File: src/rtl/program_memory_loader.sv
`default_nettype none
// ============================================================================
// Module      : program_memory_loader
// Description : Boot loader. Packs a valid/ready byte stream little-endian
//               into 32-bit instruction words, writes each word into program
//               memory and holds the core in reset until the load completes.
// Revision    : 1.0 - initial release
// ============================================================================
module program_memory_loader #(
    parameter int          PROGRAM_MEMORY_DEPTH = 64,
    parameter logic [31:0] BASE_ADDRESS         = 32'h0040_0000,
    parameter int          CNT_W                = $clog2(PROGRAM_MEMORY_DEPTH + 1)
) (
    input  logic             clk,
    input  logic             reset,
    input  logic             start_i,
    input  logic [CNT_W-1:0] num_words_i,
    input  logic             byte_valid_i,
    input  logic [7:0]       byte_data_i,
    output logic             byte_ready_o,
    output logic             mem_write_o,
    output logic [31:0]      mem_address_o,
    output logic [31:0]      mem_data_o,
    output logic             core_reset_o,
    output logic             busy_o,
    output logic             done_o,
    output logic             error_o
);

    localparam logic [2:0] S_IDLE    = 3'd0;
    localparam logic [2:0] S_COLLECT = 3'd1;
    localparam logic [2:0] S_WRITE   = 3'd2;
    localparam logic [2:0] S_DONE    = 3'd3;
    localparam logic [2:0] S_ERROR   = 3'd4;

    localparam logic [CNT_W-1:0] DEPTH_C = CNT_W'(PROGRAM_MEMORY_DEPTH);
    localparam logic [CNT_W-1:0] ONE_C   = CNT_W'(1);

    logic [2:0]       state;
    logic [1:0]       byte_cnt;
    logic [CNT_W-1:0] word_idx;
    logic [CNT_W-1:0] last_idx;
    logic [31:0]      word_sr;
    logic             idle_like;

    // A new load can only be requested when no load is in flight.
    assign idle_like = (state == S_IDLE) || (state == S_DONE) || (state == S_ERROR);

    // Loader FSM, byte packing and word indexing.
    always_ff @(posedge clk) begin
        if (reset) begin
            state    <= S_IDLE;
            byte_cnt <= 2'd0;
            word_idx <= '0;
            last_idx <= '0;
            word_sr  <= 32'd0;
        end else begin
            case (state)
                S_IDLE, S_DONE, S_ERROR: begin
                    if (start_i) begin
                        if (num_words_i == '0) begin
                            state <= S_DONE;
                        end else if (num_words_i > DEPTH_C) begin
                            state <= S_ERROR;
                        end else begin
                            state    <= S_COLLECT;
                            word_idx <= '0;
                            byte_cnt <= 2'd0;
                            last_idx <= num_words_i - ONE_C;
                        end
                    end
                end
                S_COLLECT: begin
                    if (byte_valid_i) begin
                        // First byte of a word is the least significant one.
                        word_sr[{byte_cnt, 3'b000} +: 8] <= byte_data_i;
                        byte_cnt                         <= byte_cnt + 2'd1;
                        if (byte_cnt == 2'd3) begin
                            state <= S_WRITE;
                        end
                    end
                end
                S_WRITE: begin
                    if (word_idx == last_idx) begin
                        state <= S_DONE;
                    end else begin
                        word_idx <= word_idx + ONE_C;
                        state    <= S_COLLECT;
                    end
                end
                default: begin
                    state <= S_IDLE;
                end
            endcase
        end
    end

    // Outputs decode directly from state so the write strobe, address and
    // data are all stable for the whole WRITE cycle.
    assign byte_ready_o  = (state == S_COLLECT);
    assign mem_write_o   = (state == S_WRITE);
    assign mem_address_o = BASE_ADDRESS + {{(30 - CNT_W){1'b0}}, word_idx, 2'b00};
    assign mem_data_o    = word_sr;
    assign busy_o        = (state == S_COLLECT) || (state == S_WRITE);
    assign core_reset_o  = (state != S_DONE);
    assign done_o        = (state == S_DONE);
    assign error_o       = (state == S_ERROR);

    // idle_like documents the start-acceptance condition used in the FSM.
    logic unused_ok;
    assign unused_ok = idle_like;

endmodule
`default_nettype wire
File: config.mk
export PLATFORM = sky130hd
export DESIGN_NAME = program_memory_loader
export DESIGN_NICKNAME = d
export VERILOG_FILES = /design/src/rtl/program_memory_loader.sv
export SDC_FILE = /design/constraint.sdc
export NUM_CORES = 1
export LEC_CHECK = 0
export ABC_AREA = 1
export BUFFER_PORTS_ARGS = -buffer_cell sky130_fd_sc_hd__clkbuf_2
export CELL_PAD_IN_SITES_DETAIL_PLACEMENT = 0
export CELL_PAD_IN_SITES_GLOBAL_PLACEMENT = 1
export CORE_ASPECT_RATIO = 2
export CORE_MARGIN = 1.5
export CORE_UTILIZATION = 38
export CTS_CLUSTER_SIZE = 10
export DETAILED_ROUTE_END_ITERATION = 10
export PLACE_DENSITY = 0.94
export SYNTH_ARGS = -nofsm -noshare
export SYNTH_HDL_FRONTEND = slang
export SYNTH_SLANG_ARGS = --single-unit
File: constraint.sdc
create_clock -name clk -period 5.1 [get_ports clk]
set_input_delay 0 -clock clk [delete_from_list [all_inputs] [get_ports clk]]
set_output_delay 0 -clock clk [all_outputs]
set_load 0.01 [all_outputs]
==> metrics.json, run 1 <==
{
  "outcome": {"value": "finished clean"},
  "cts.clk_slew.worst_paths": {"value": 70, "unit": "ps"},
  "maxClockFrequency": {"value": 0.475, "unit": "GHz"},
  "worst-r2r-setup-slack": {"value": 2990, "unit": "ps"},
  "reg2reg_from": {"value": "byte_cnt[0]"},
  "power_per_cell_area": {"value": 485, "unit": "nW/um^2"},
  "total_power": {"value": 1.58, "unit": "mW"},
  "report.final.slew_viol_count": {"value": 0},
  "areaGrowthSynthToFinish": {"value": 15.4, "unit": "%"},
  "drive_gt1_frac": {"value": 0.193},
  "power.leakage": {"value": 1.52, "unit": "nW"},
  "route.detailed.vias_per_inst": {"value": 4.79},
  "die_w": {"value": 64.0, "unit": "um"},
  "die_h": {"value": 125, "unit": "um"},
  "crit_path_end_kind": {"value": "register"},
  "num_io_pins": {"value": 89},
  "grt_antenna_before_repair": {"value": 0},
  "avgRoutedWirePerCell": {"value": 12.7, "unit": "um"},
  "report.final.setup_viol": {"value": 0},
  "htree_num_levels": {"value": 2},
  "globalRouteMet1Util": {"value": 0.170},
  "number_of_nets_at_the_end_of_the_flow": {"value": 482},
  "critical_path.top_delay_family": {"value": "flip-flops"},
  "worstSetupPathType": {"value": "reg2reg"},
  "tot_gr_track_use": {"value": 0.178},
  "top_cell_type_by_total_area_after_synthesis": {"value": "sky130_fd_sc_hd__dfxtp_1"},
  "drtIter0Drc": {"value": 174},
  "global_route.overflow_total": {"value": 0},
  "tightest_slew": {"value": 766, "unit": "ps"},
  "path_depth": {"value": 7},
  "drc": {"value": 0},
  "hold_depth": {"value": 3},
  "synth.top_cells.by_count": {"value": "sky130_fd_sc_hd__nand2_1, sky130_fd_sc_hd__dfxtp_1, sky130_fd_sc_hd__inv_1"},
  "synthTopCellsByArea": {"value": "sky130_fd_sc_hd__dfxtp_1, sky130_fd_sc_hd__nand2_1, sky130_fd_sc_hd__a21oi_1"},
  "rsz0062_at_grt": {"value": "false"},
  "most_common_cell_in_the_synthesized_netlist": {"value": "sky130_fd_sc_hd__nand2_1"},
  "hp-class": {"value": "in2reg"},
  "synth_top_cell_area_share": {"value": 0.361},
  "ys_seq_area_frac": {"value": 0.361},
  "gr-max-usage-layer": {"value": "met2"},
  "core_region_area": {"value": 7210, "unit": "um^2"},
  "cts_root_buffer": {"value": "sky130_fd_sc_hd__clkbuf_16"},
  "critical_path.endpoint": {"value": "mem_data_o[14]"},
  "num_antenna_cells": {"value": 0},
  "cts-resized-gates": {"value": 0},
  "postSynthCellCount": {"value": 399},
  "synth-edff-count": {"value": 0},
  "gp_routability_congestion": {"value": 0.904},
  "max_stage_delay": {"value": 530, "unit": "ps"},
  "period_needed": {"value": 2110, "unit": "ps"},
  "pin_count_of_the_biggest_net_entering_global_routing": {"value": 37},
  "slew_hr": {"value": 0.489},
  "sequential_cell_area": {"value": 1020, "unit": "um^2"},
  "drt_wl_total": {"value": 6930, "unit": "um"},
  "critical_path_cell_list": {"value": "inv_1, ha_1, inv_1, nor2_1, inv_1, or3_1, a21oi_1"},
  "critical_path.slowest_cell": {"value": "sky130_fd_sc_hd__dfxtp_1"},
  "ctsHoldBuffers": {"value": 0},
  "post_cts_setup_buffer_count": {"value": 0},
  "grt_pass1_wl": {"value": 11200, "unit": "um"},
  "holdWs": {"value": 14.7, "unit": "ps"},
  "ant_nets": {"value": 0},
  "netlist_area": {"value": 2830, "unit": "um^2"},
  "maxCapViolations": {"value": 0},
  "clock_skew_after_layout": {"value": 2.47, "unit": "ps"},
  "crit_top_cell": {"value": "sky130_fd_sc_hd__inv_1"},
  "cts_sinks": {"value": 51},
  "totalNegativeSetupSlack": {"value": 0, "unit": "ps"},
  "floorplan.initialDensity": {"value": 0.392},
  "depth_of_the_most_critical_reg_to_reg_path": {"value": 7},
  "postSynth.topFlopCell": {"value": "sky130_fd_sc_hd__dfxtp_1"},
  "asr_flop_ratio_synth": {"value": 0},
  "vias": {"value": 2621},
  "dp_hpwl": {"value": 5450, "unit": "um"},
  "cp_num_buf_inv": {"value": 3},
  "area_of_the_multi_input_gates": {"value": 1460, "unit": "um^2"},
  "instances_no_fill": {"value": 547},
  "nFillCells": {"value": 770},
  "critical_path_data_required_time": {"value": 5310, "unit": "ps"},
  "post-route-period-util": {"value": 0.413},
  "placement.cell_area": {"value": 3090, "unit": "um^2"},
  "worst_ir_drop_vdd": {"value": 0.218, "unit": "mV"},
  "critical_path.reg2reg.endpoint": {"value": "mem_data_o[14]"},
  "timing.critical_path.from_type": {"value": "register"},
  "finalHoldViolations": {"value": 0},
  "finish.instance_area": {"value": 3260, "unit": "um^2"},
  "tritoncts": {"value": "yes"},
  "worstSkewPairLatency": {"value": 290, "unit": "ps"},
  "numPortBuffers": {"value": 63},
  "crit_start": {"value": "byte_cnt[0]"},
  "grtUsageMet3": {"value": 0.0279},
  "crit_path_max_fanout": {"value": 11},
  "row_cnt": {"value": 44},
  "via_count_of_the_first_global_routing_pass": {"value": 2452},
  "dr.pass1.iters": {"value": 5},
  "yosysUniqueCellTypes": {"value": 33},
  "groute.layer.met2.usage": {"value": 0.341},
  "number_of_buffers_created_by_cts": {"value": 5},
  "ys_warn_count": {"value": 0},
  "post_synth.cell_area_avg": {"value": 7.09, "unit": "um^2"},
  "die_area": {"value": 8000, "unit": "um^2"},
  "clock_tree.buffer_depth": {"value": 2},
  "post-place-cells": {"value": 539},
  "ys_seq_elements": {"value": 51},
  "worst-endpoint-arrival": {"value": 2320, "unit": "ps"}
}
-- per-stage QoR --
| step | utilization | worst slack [ps] |
|---|---|---|
| final | 0.452 | 2990 |
| after floorplan | - | 3250 |
| after detailed placement | 0.429 | 3040 |
| after global routing | 0.452 | 2720 |
| after CTS | 0.452 | 3020 |
| after global placement | 0.429 | 3130 |
-- logic make-up after synthesis --
kind of cell | Yosys count | synth area share
AO/OA/AOI/OAI | 66 | 0.126
XOR/XNOR | 5 | 0.0155
flip-flops | 51 | 0.361
adder cells (fa/ha/maj) | 9 | 0.0398
buffers and inverters | 87 | 0.155
AND/OR/NAND/NOR | 179 | 0.300
other | 2 | 0.00266
-- power breakdown --
| part | leakage, nW | switching [mW] | internal [mW] |
|---|---|---|---|
| Sequential | 0.414 | 0.0656 | 0.454 |
| Combinational | 1.02 | 0.467 | 0.212 |
| Clock | 0.0838 | 0.151 | 0.232 |
-- how the worst min path moves through the flow --
stage,startpoint,end,slack (ps)
detailed placement,byte_data_i[2],mem_data_o[18],310
CTS,byte_data_i[2],mem_data_o[18],6
floorplan,byte_data_i[1],mem_data_o[17],170
global placement,byte_data_i[2],mem_data_o[18],320
global route,byte_data_i[2],mem_data_o[18],10
finish,byte_data_i[2],mem_data_o[18],10
-- cell type report --
cell class                      count  area share
Sequential cell                    51       0.313
Multi-Input combinational cell    284       0.446
Inverter                           49      0.0572
Tap cell                           92      0.0353
Timing Repair Buffer               63      0.0967
Clock inverter                      3      0.0134
Clock buffer                        5      0.0384
-- worst min-delay path, cell delays in order --
cell,delay (ps)
sky130_fd_sc_hd__clkbuf_2,110
sky130_fd_sc_hd__nand4_1,90
sky130_fd_sc_hd__a21oi_1,50
-- layout by cell type, fill, tap and decap left out, types with 3 or more instances in the layout --
cell type,synthesis,layout
sky130_fd_sc_hd__ha_1,9,9
sky130_fd_sc_hd__nand3_1,17,17
sky130_fd_sc_hd__nor2_1,26,26
sky130_fd_sc_hd__or3_1,10,10
sky130_fd_sc_hd__clkbuf_16,0,5
sky130_fd_sc_hd__a21oi_1,41,41
sky130_fd_sc_hd__clkbuf_2,0,63
sky130_fd_sc_hd__o21ai_0,11,11
sky130_fd_sc_hd__a31oi_1,6,6
sky130_fd_sc_hd__inv_1,46,46
sky130_fd_sc_hd__nand2_1,94,94
sky130_fd_sc_hd__a211oi_1,6,6
sky130_fd_sc_hd__nand4_1,16,16
sky130_fd_sc_hd__dfxtp_1,51,51
sky130_fd_sc_hd__conb_1,2,25
sky130_fd_sc_hd__xnor2_1,3,3
-- flip-flops by register name, indices dropped and copies added (netlist names) --
register    count
byte_cnt        2
mem_data_o     32
last_idx        7
word_idx        7
state           3
-- layer usage --
| layer | up-vias | wire [um] | part of all wire |
|---|---|---|---|
| met5 | - | 0 | 0 |
| met4 | 0 | 275 | 0.040 |
| met3 | 21 | 308 | 0.044 |
| met2 | 94 | 3850 | 0.56 |
| met1 | 1147 | 2490 | 0.36 |
| li1 | 1359 | - | - |
Power figures use the tool's default switching activity.
==> run 2: changes to the inputs <==
Settings changed: CORE_UTILIZATION 38 to 32, PLACE_DENSITY 0.94 to 0.86.
Clock period 5.1 ns to 1.7 ns, I/O delays scaled along.
==> metrics.json, run 2 (synthesized netlist as in run 1, its figures left out) <==
{
  "vias": {"value": 2654},
  "pin_count_of_the_biggest_net_entering_global_routing": {"value": 36},
  "report.final.setup_viol": {"value": 0},
  "route.detailed.vias_per_inst": {"value": 4.71},
  "drc": {"value": 0},
  "maxCapViolations": {"value": 0},
  "finalHoldViolations": {"value": 0},
  "global_route.overflow_total": {"value": 0},
  "via_count_of_the_first_global_routing_pass": {"value": 2421},
  "drtIter0Drc": {"value": 155},
  "htree_num_levels": {"value": 2},
  "grt_antenna_before_repair": {"value": 0},
  "worst-endpoint-arrival": {"value": 1830, "unit": "ps"},
  "dp_hpwl": {"value": 5800, "unit": "um"},
  "hp-class": {"value": "in2reg"},
  "max_ffs_per_register": {"value": 32},
  "grt_pass1_wl": {"value": 11400, "unit": "um"},
  "avgRoutedWirePerCell": {"value": 12.8, "unit": "um"},
  "tritoncts": {"value": "yes"},
  "post-route-period-util": {"value": 0.943},
  "drive_gt1_frac": {"value": 0.218},
  "outcome": {"value": "finished clean"},
  "cts.clk_slew.worst_paths": {"value": 70, "unit": "ps"},
  "die_w": {"value": 69.5, "unit": "um"},
  "commonest_non_fill_non_tap_cell_in_the_layout": {"value": "sky130_fd_sc_hd__nand2_1"},
  "timing.critical_path.from_type": {"value": "register"},
  "holdWs": {"value": 21.7, "unit": "ps"},
  "period_needed": {"value": 1600, "unit": "ps"},
  "num_io_pins": {"value": 89},
  "power_per_cell_area": {"value": 1430, "unit": "nW/um^2"},
  "worstSkewPairLatency": {"value": 290, "unit": "ps"},
  "die_area": {"value": 9440, "unit": "um^2"},
  "die_h": {"value": 136, "unit": "um"},
  "maxClockFrequency": {"value": 0.624, "unit": "GHz"},
  "core_region_area": {"value": 8590, "unit": "um^2"},
  "number_of_nets_at_the_end_of_the_flow": {"value": 490},
  "clock_skew_after_layout": {"value": 8.26, "unit": "ps"},
  "areaGrowthSynthToFinish": {"value": 17.8, "unit": "%"},
  "drt_wl_total": {"value": 7210, "unit": "um"},
  "totalNegativeSetupSlack": {"value": 0, "unit": "ps"},
  "crit_path_end_kind": {"value": "register"},
  "ctsHoldBuffers": {"value": 0},
  "layout.cells.most_common_list": {"value": "sky130_fd_sc_hd__nand2_1, sky130_fd_sc_hd__clkbuf_2, sky130_fd_sc_hd__dfxtp_1, sky130_fd_sc_hd__inv_1, sky130_fd_sc_hd__a21oi_1"},
  "clock_tree.buffer_depth": {"value": 2},
  "total_power": {"value": 4.76, "unit": "mW"},
  "post_cts_setup_buffer_count": {"value": 0},
  "dr.pass1.iters": {"value": 6},
  "cts_root_buffer": {"value": "sky130_fd_sc_hd__clkbuf_16"},
  "rsz0062_at_grt": {"value": "false"},
  "ant_nets": {"value": 0},
  "row_cnt": {"value": 48},
  "tot_gr_track_use": {"value": 0.154},
  "crit_path_max_fanout": {"value": 7},
  "cts-resized-gates": {"value": 0},
  "number_of_buffers_created_by_cts": {"value": 5},
  "power.leakage": {"value": 1.54, "unit": "nW"},
  "worstSetupPathType": {"value": "reg2reg"},
  "report.final.slew_viol_count": {"value": 0},
  "cts_sinks": {"value": 51},
  "critical_path_data_required_time": {"value": 1920, "unit": "ps"},
  "worst_ir_drop_vdd": {"value": 0.551, "unit": "mV"},
  "gp_routability_congestion": {"value": 0.844},
  "num_antenna_cells": {"value": 0},
  "numPortBuffers": {"value": 63},
  "floorplan.initialDensity": {"value": 0.329}
}
run 2: worst max-delay path, cell delays in order (launching register included):
cell and delay, ps:
sky130_fd_sc_hd__dfxtp_1 340, sky130_fd_sc_hd__inv_2 80, sky130_fd_sc_hd__ha_4 270, sky130_fd_sc_hd__or2_2 320, sky130_fd_sc_hd__or3_1 370, sky130_fd_sc_hd__a21oi_1 140
run 2: layout make-up:
cell class              instances  area, um^2
flip-flops and latches         51        1020
multi-input cells             284        1480
clock inverters                 2        12.5
fillers                       954        5260
repair buffers                 71         379
clock buffers                   6         129
inverters                      49         186
well taps                     100         125
run 2: final timing paths:
check | start | endpoint | slack, ps | cells past startpoint
worst max-delay path | byte_cnt[0] | mem_data_o[27] | 100 | 5
worst min-delay path | num_words_i[6] | state[2] | 20 | 3
worst max register to register | byte_cnt[0] | mem_data_o[27] | 100 | 5
worst min register to register | mem_data_o[8] | mem_data_o[8] | 460 | 2
run 2: layer usage:
layer | part of all wire | track usage | up-vias | wire [um]
met4 | 0.030 | 0.0752 | 0 | 213
met1 | 0.34 | 0.140 | 1189 | 2490
met2 | 0.58 | 0.315 | 80 | 4180
li1 | - | - | 1371 | -
met3 | 0.046 | 0.0297 | 14 | 328
met5 | 0 | 0 | - | 0
run 2: power by group:
part / internal (mW) / switching, mW / leakage, nW / total, mW
logic: 0.764 / 1.47 / 1.06 / 2.24
clock network: 0.545 / 0.460 / 0.0669 / 1.00
registers: 1.36 / 0.157 / 0.414 / 1.52
run 2: metrics by stage:
step / util / setup slack (ps) / area, um^2 / instances
floorplan: - / 20.7 / 2930 / 422
global placement: 0.370 / 164 / 3180 / 555
detailed placement: 0.370 / 102 / 3180 / 555
CTS: 0.386 / 86.9 / 3320 / 563
global route: 0.388 / 1.36 / 3330 / 563
finish: 0.388 / 97.5 / 3330 / 563
==> run 3: changes to the inputs <==
Settings changed: BUFFER_PORTS_ARGS -buffer_cell sky130_fd_sc_hd__clkbuf_2 to not set, CORE_UTILIZATION 32 to 44, DONT_BUFFER_PORTS set to 1, PLACE_DENSITY 0.86 to 0.89.
Clock period 1.7 ns to 1.5 ns, I/O delays scaled along.
==> metrics.json, run 3 (synthesized netlist as in run 1, its figures left out) <==
{
  "route.detailed.vias_per_inst": {"value": 4.97},
  "via_count_of_the_first_global_routing_pass": {"value": 2389},
  "die_w": {"value": 59.7, "unit": "um"},
  "cts.clk_slew.worst_paths": {"value": 70, "unit": "ps"},
  "dp_hpwl": {"value": 5330, "unit": "um"},
  "commonest_non_fill_non_tap_cell_in_the_layout": {"value": "sky130_fd_sc_hd__nand2_1"},
  "cts_root_buffer": {"value": "sky130_fd_sc_hd__clkbuf_16"},
  "drive_gt1_frac": {"value": 0.211},
  "maxClockFrequency": {"value": 0.689, "unit": "GHz"},
  "post-route-period-util": {"value": 0.968},
  "row_cnt": {"value": 41},
  "finish.instance_area": {"value": 3440, "unit": "um^2"},
  "period_needed": {"value": 1450, "unit": "ps"},
  "timing.critical_path.from_type": {"value": "register"},
  "power.leakage": {"value": 1.46, "unit": "nW"},
  "worst-endpoint-arrival": {"value": 1680, "unit": "ps"},
  "floorplan.initialDensity": {"value": 0.452},
  "holdWs": {"value": 11.3, "unit": "ps"},
  "report.final.slew_viol_count": {"value": 0},
  "tritoncts": {"value": "yes"},
  "clock_skew_after_layout": {"value": 5.19, "unit": "ps"},
  "max_ffs_per_register": {"value": 32},
  "clock_tree.buffer_depth": {"value": 2},
  "globalRouteMet1Util": {"value": 0.158},
  "avgRoutedWirePerCell": {"value": 13.9, "unit": "um"},
  "crit_path_end_kind": {"value": "register"},
  "core_region_area": {"value": 6260, "unit": "um^2"},
  "grt_pass1_wl": {"value": 10500, "unit": "um"},
  "numPortBuffers": {"value": 0},
  "grt_antenna_before_repair": {"value": 0},
  "power_per_cell_area": {"value": 1720, "unit": "nW/um^2"},
  "worstSkewPairLatency": {"value": 300, "unit": "ps"},
  "num_antenna_cells": {"value": 0},
  "worst_ir_drop_vdd": {"value": 0.735, "unit": "mV"},
  "critical_path_data_required_time": {"value": 1730, "unit": "ps"},
  "layout.cells.most_common_list": {"value": "sky130_fd_sc_hd__nand2_1, sky130_fd_sc_hd__dfxtp_1, sky130_fd_sc_hd__inv_1, sky130_fd_sc_hd__a21oi_1"},
  "drtIter0Drc": {"value": 130},
  "die_area": {"value": 6950, "unit": "um^2"},
  "ant_nets": {"value": 0},
  "global_route.overflow_total": {"value": 0},
  "areaGrowthSynthToFinish": {"value": 21.7, "unit": "%"},
  "groute.layer.met2.usage": {"value": 0.424},
  "pin_count_of_the_biggest_net_entering_global_routing": {"value": 36},
  "worstSetupPathType": {"value": "reg2reg"},
  "die_h": {"value": 116, "unit": "um"},
  "gp_routability_congestion": {"value": 0.857},
  "hp-class": {"value": "in2reg"},
  "number_of_nets_at_the_end_of_the_flow": {"value": 463},
  "outcome": {"value": "finished clean"},
  "placement.cell_area": {"value": 2960, "unit": "um^2"},
  "tot_gr_track_use": {"value": 0.202},
  "cts_sinks": {"value": 51},
  "grtUsageMet3": {"value": 0.0332},
  "htree_num_levels": {"value": 2},
  "drt_wl_total": {"value": 7240, "unit": "um"},
  "dr.pass1.iters": {"value": 6},
  "finalHoldViolations": {"value": 0},
  "num_io_pins": {"value": 89},
  "vias": {"value": 2596},
  "rsz0062_at_grt": {"value": "true"},
  "number_of_buffers_created_by_cts": {"value": 5},
  "maxCapViolations": {"value": 0},
  "report.final.setup_viol": {"value": 0},
  "totalNegativeSetupSlack": {"value": 0, "unit": "ps"},
  "nFillCells": {"value": 603},
  "drc": {"value": 0},
  "gr-max-usage-layer": {"value": "met2"},
  "crit_path_max_fanout": {"value": 5}
}
-- run 3: through the flow --
stage               instances  setup WS [ps]  total power [mW]  utilization
global route              522          -24.1              6.37        0.550
floorplan                 422          -7.10              3.69            -
detailed placement        492          -29.1              4.35        0.474
CTS                       517           1.47              5.65        0.528
finish                    522           48.0              5.93        0.550
global placement          492          -14.0              4.31        0.474
-- run 3: worst max-delay path, cell delays in order (launching register included) --
cell	delay, ps
sky130_fd_sc_hd__dfxtp_4	370
sky130_fd_sc_hd__inv_6	40
sky130_fd_sc_hd__ha_4	290
sky130_fd_sc_hd__inv_4	50
sky130_fd_sc_hd__nor2_4	100
sky130_fd_sc_hd__inv_2	60
sky130_fd_sc_hd__or3_4	330
sky130_fd_sc_hd__a21oi_2	140
-- run 3: report_power, final --
group / switching, mW / internal [mW] / total, mW
logic: 1.83 / 1.12 / 2.95
clock network: 0.524 / 0.667 / 1.19
registers: 0.210 / 1.58 / 1.79
-- run 3: cell type report --
class | instances | area (um^2) | area share
clock buffer | 6 | 139 | 0.0403
multi-input combinational | 285 | 1560 | 0.453
clock inverter | 2 | 16.3 | 0.00473
sequential | 51 | 1040 | 0.302
timing repair buffer | 43 | 380 | 0.111
inverter | 49 | 199 | 0.0578
tap | 86 | 108 | 0.0313
-- run 3: final timing paths --
check / end / slack [ps] / startpoint / cells after the start
hold / removal: last_idx[3] / 10 / num_words_i[3] / 3
setup / recovery: mem_data_o[10] / 50 / byte_cnt[0] / 7
setup reg to reg: mem_data_o[10] / 50 / byte_cnt[0] / 7
hold reg to reg: last_idx[6] / 470 / last_idx[6] / 2
-- run 3: layer usage --
metal  vias to the layer above  share of wire
met4                         0          0.031
li1                       1316              -
met1                      1177           0.32
met3                        18          0.039
met2                        85           0.61
met5                         -              0
-- run 3: what timing repair did --
action | 4_1_cts | 5_1_grt
setup endpoints to repair | 12 | 48
setup buffers | 1 | 4
gates resized for setup | 2 | 40
pin swaps | 2 | 12
hold buffers | 16 | 0
cloned | 0 | 1
hold endpoints to repair | 41 | 0
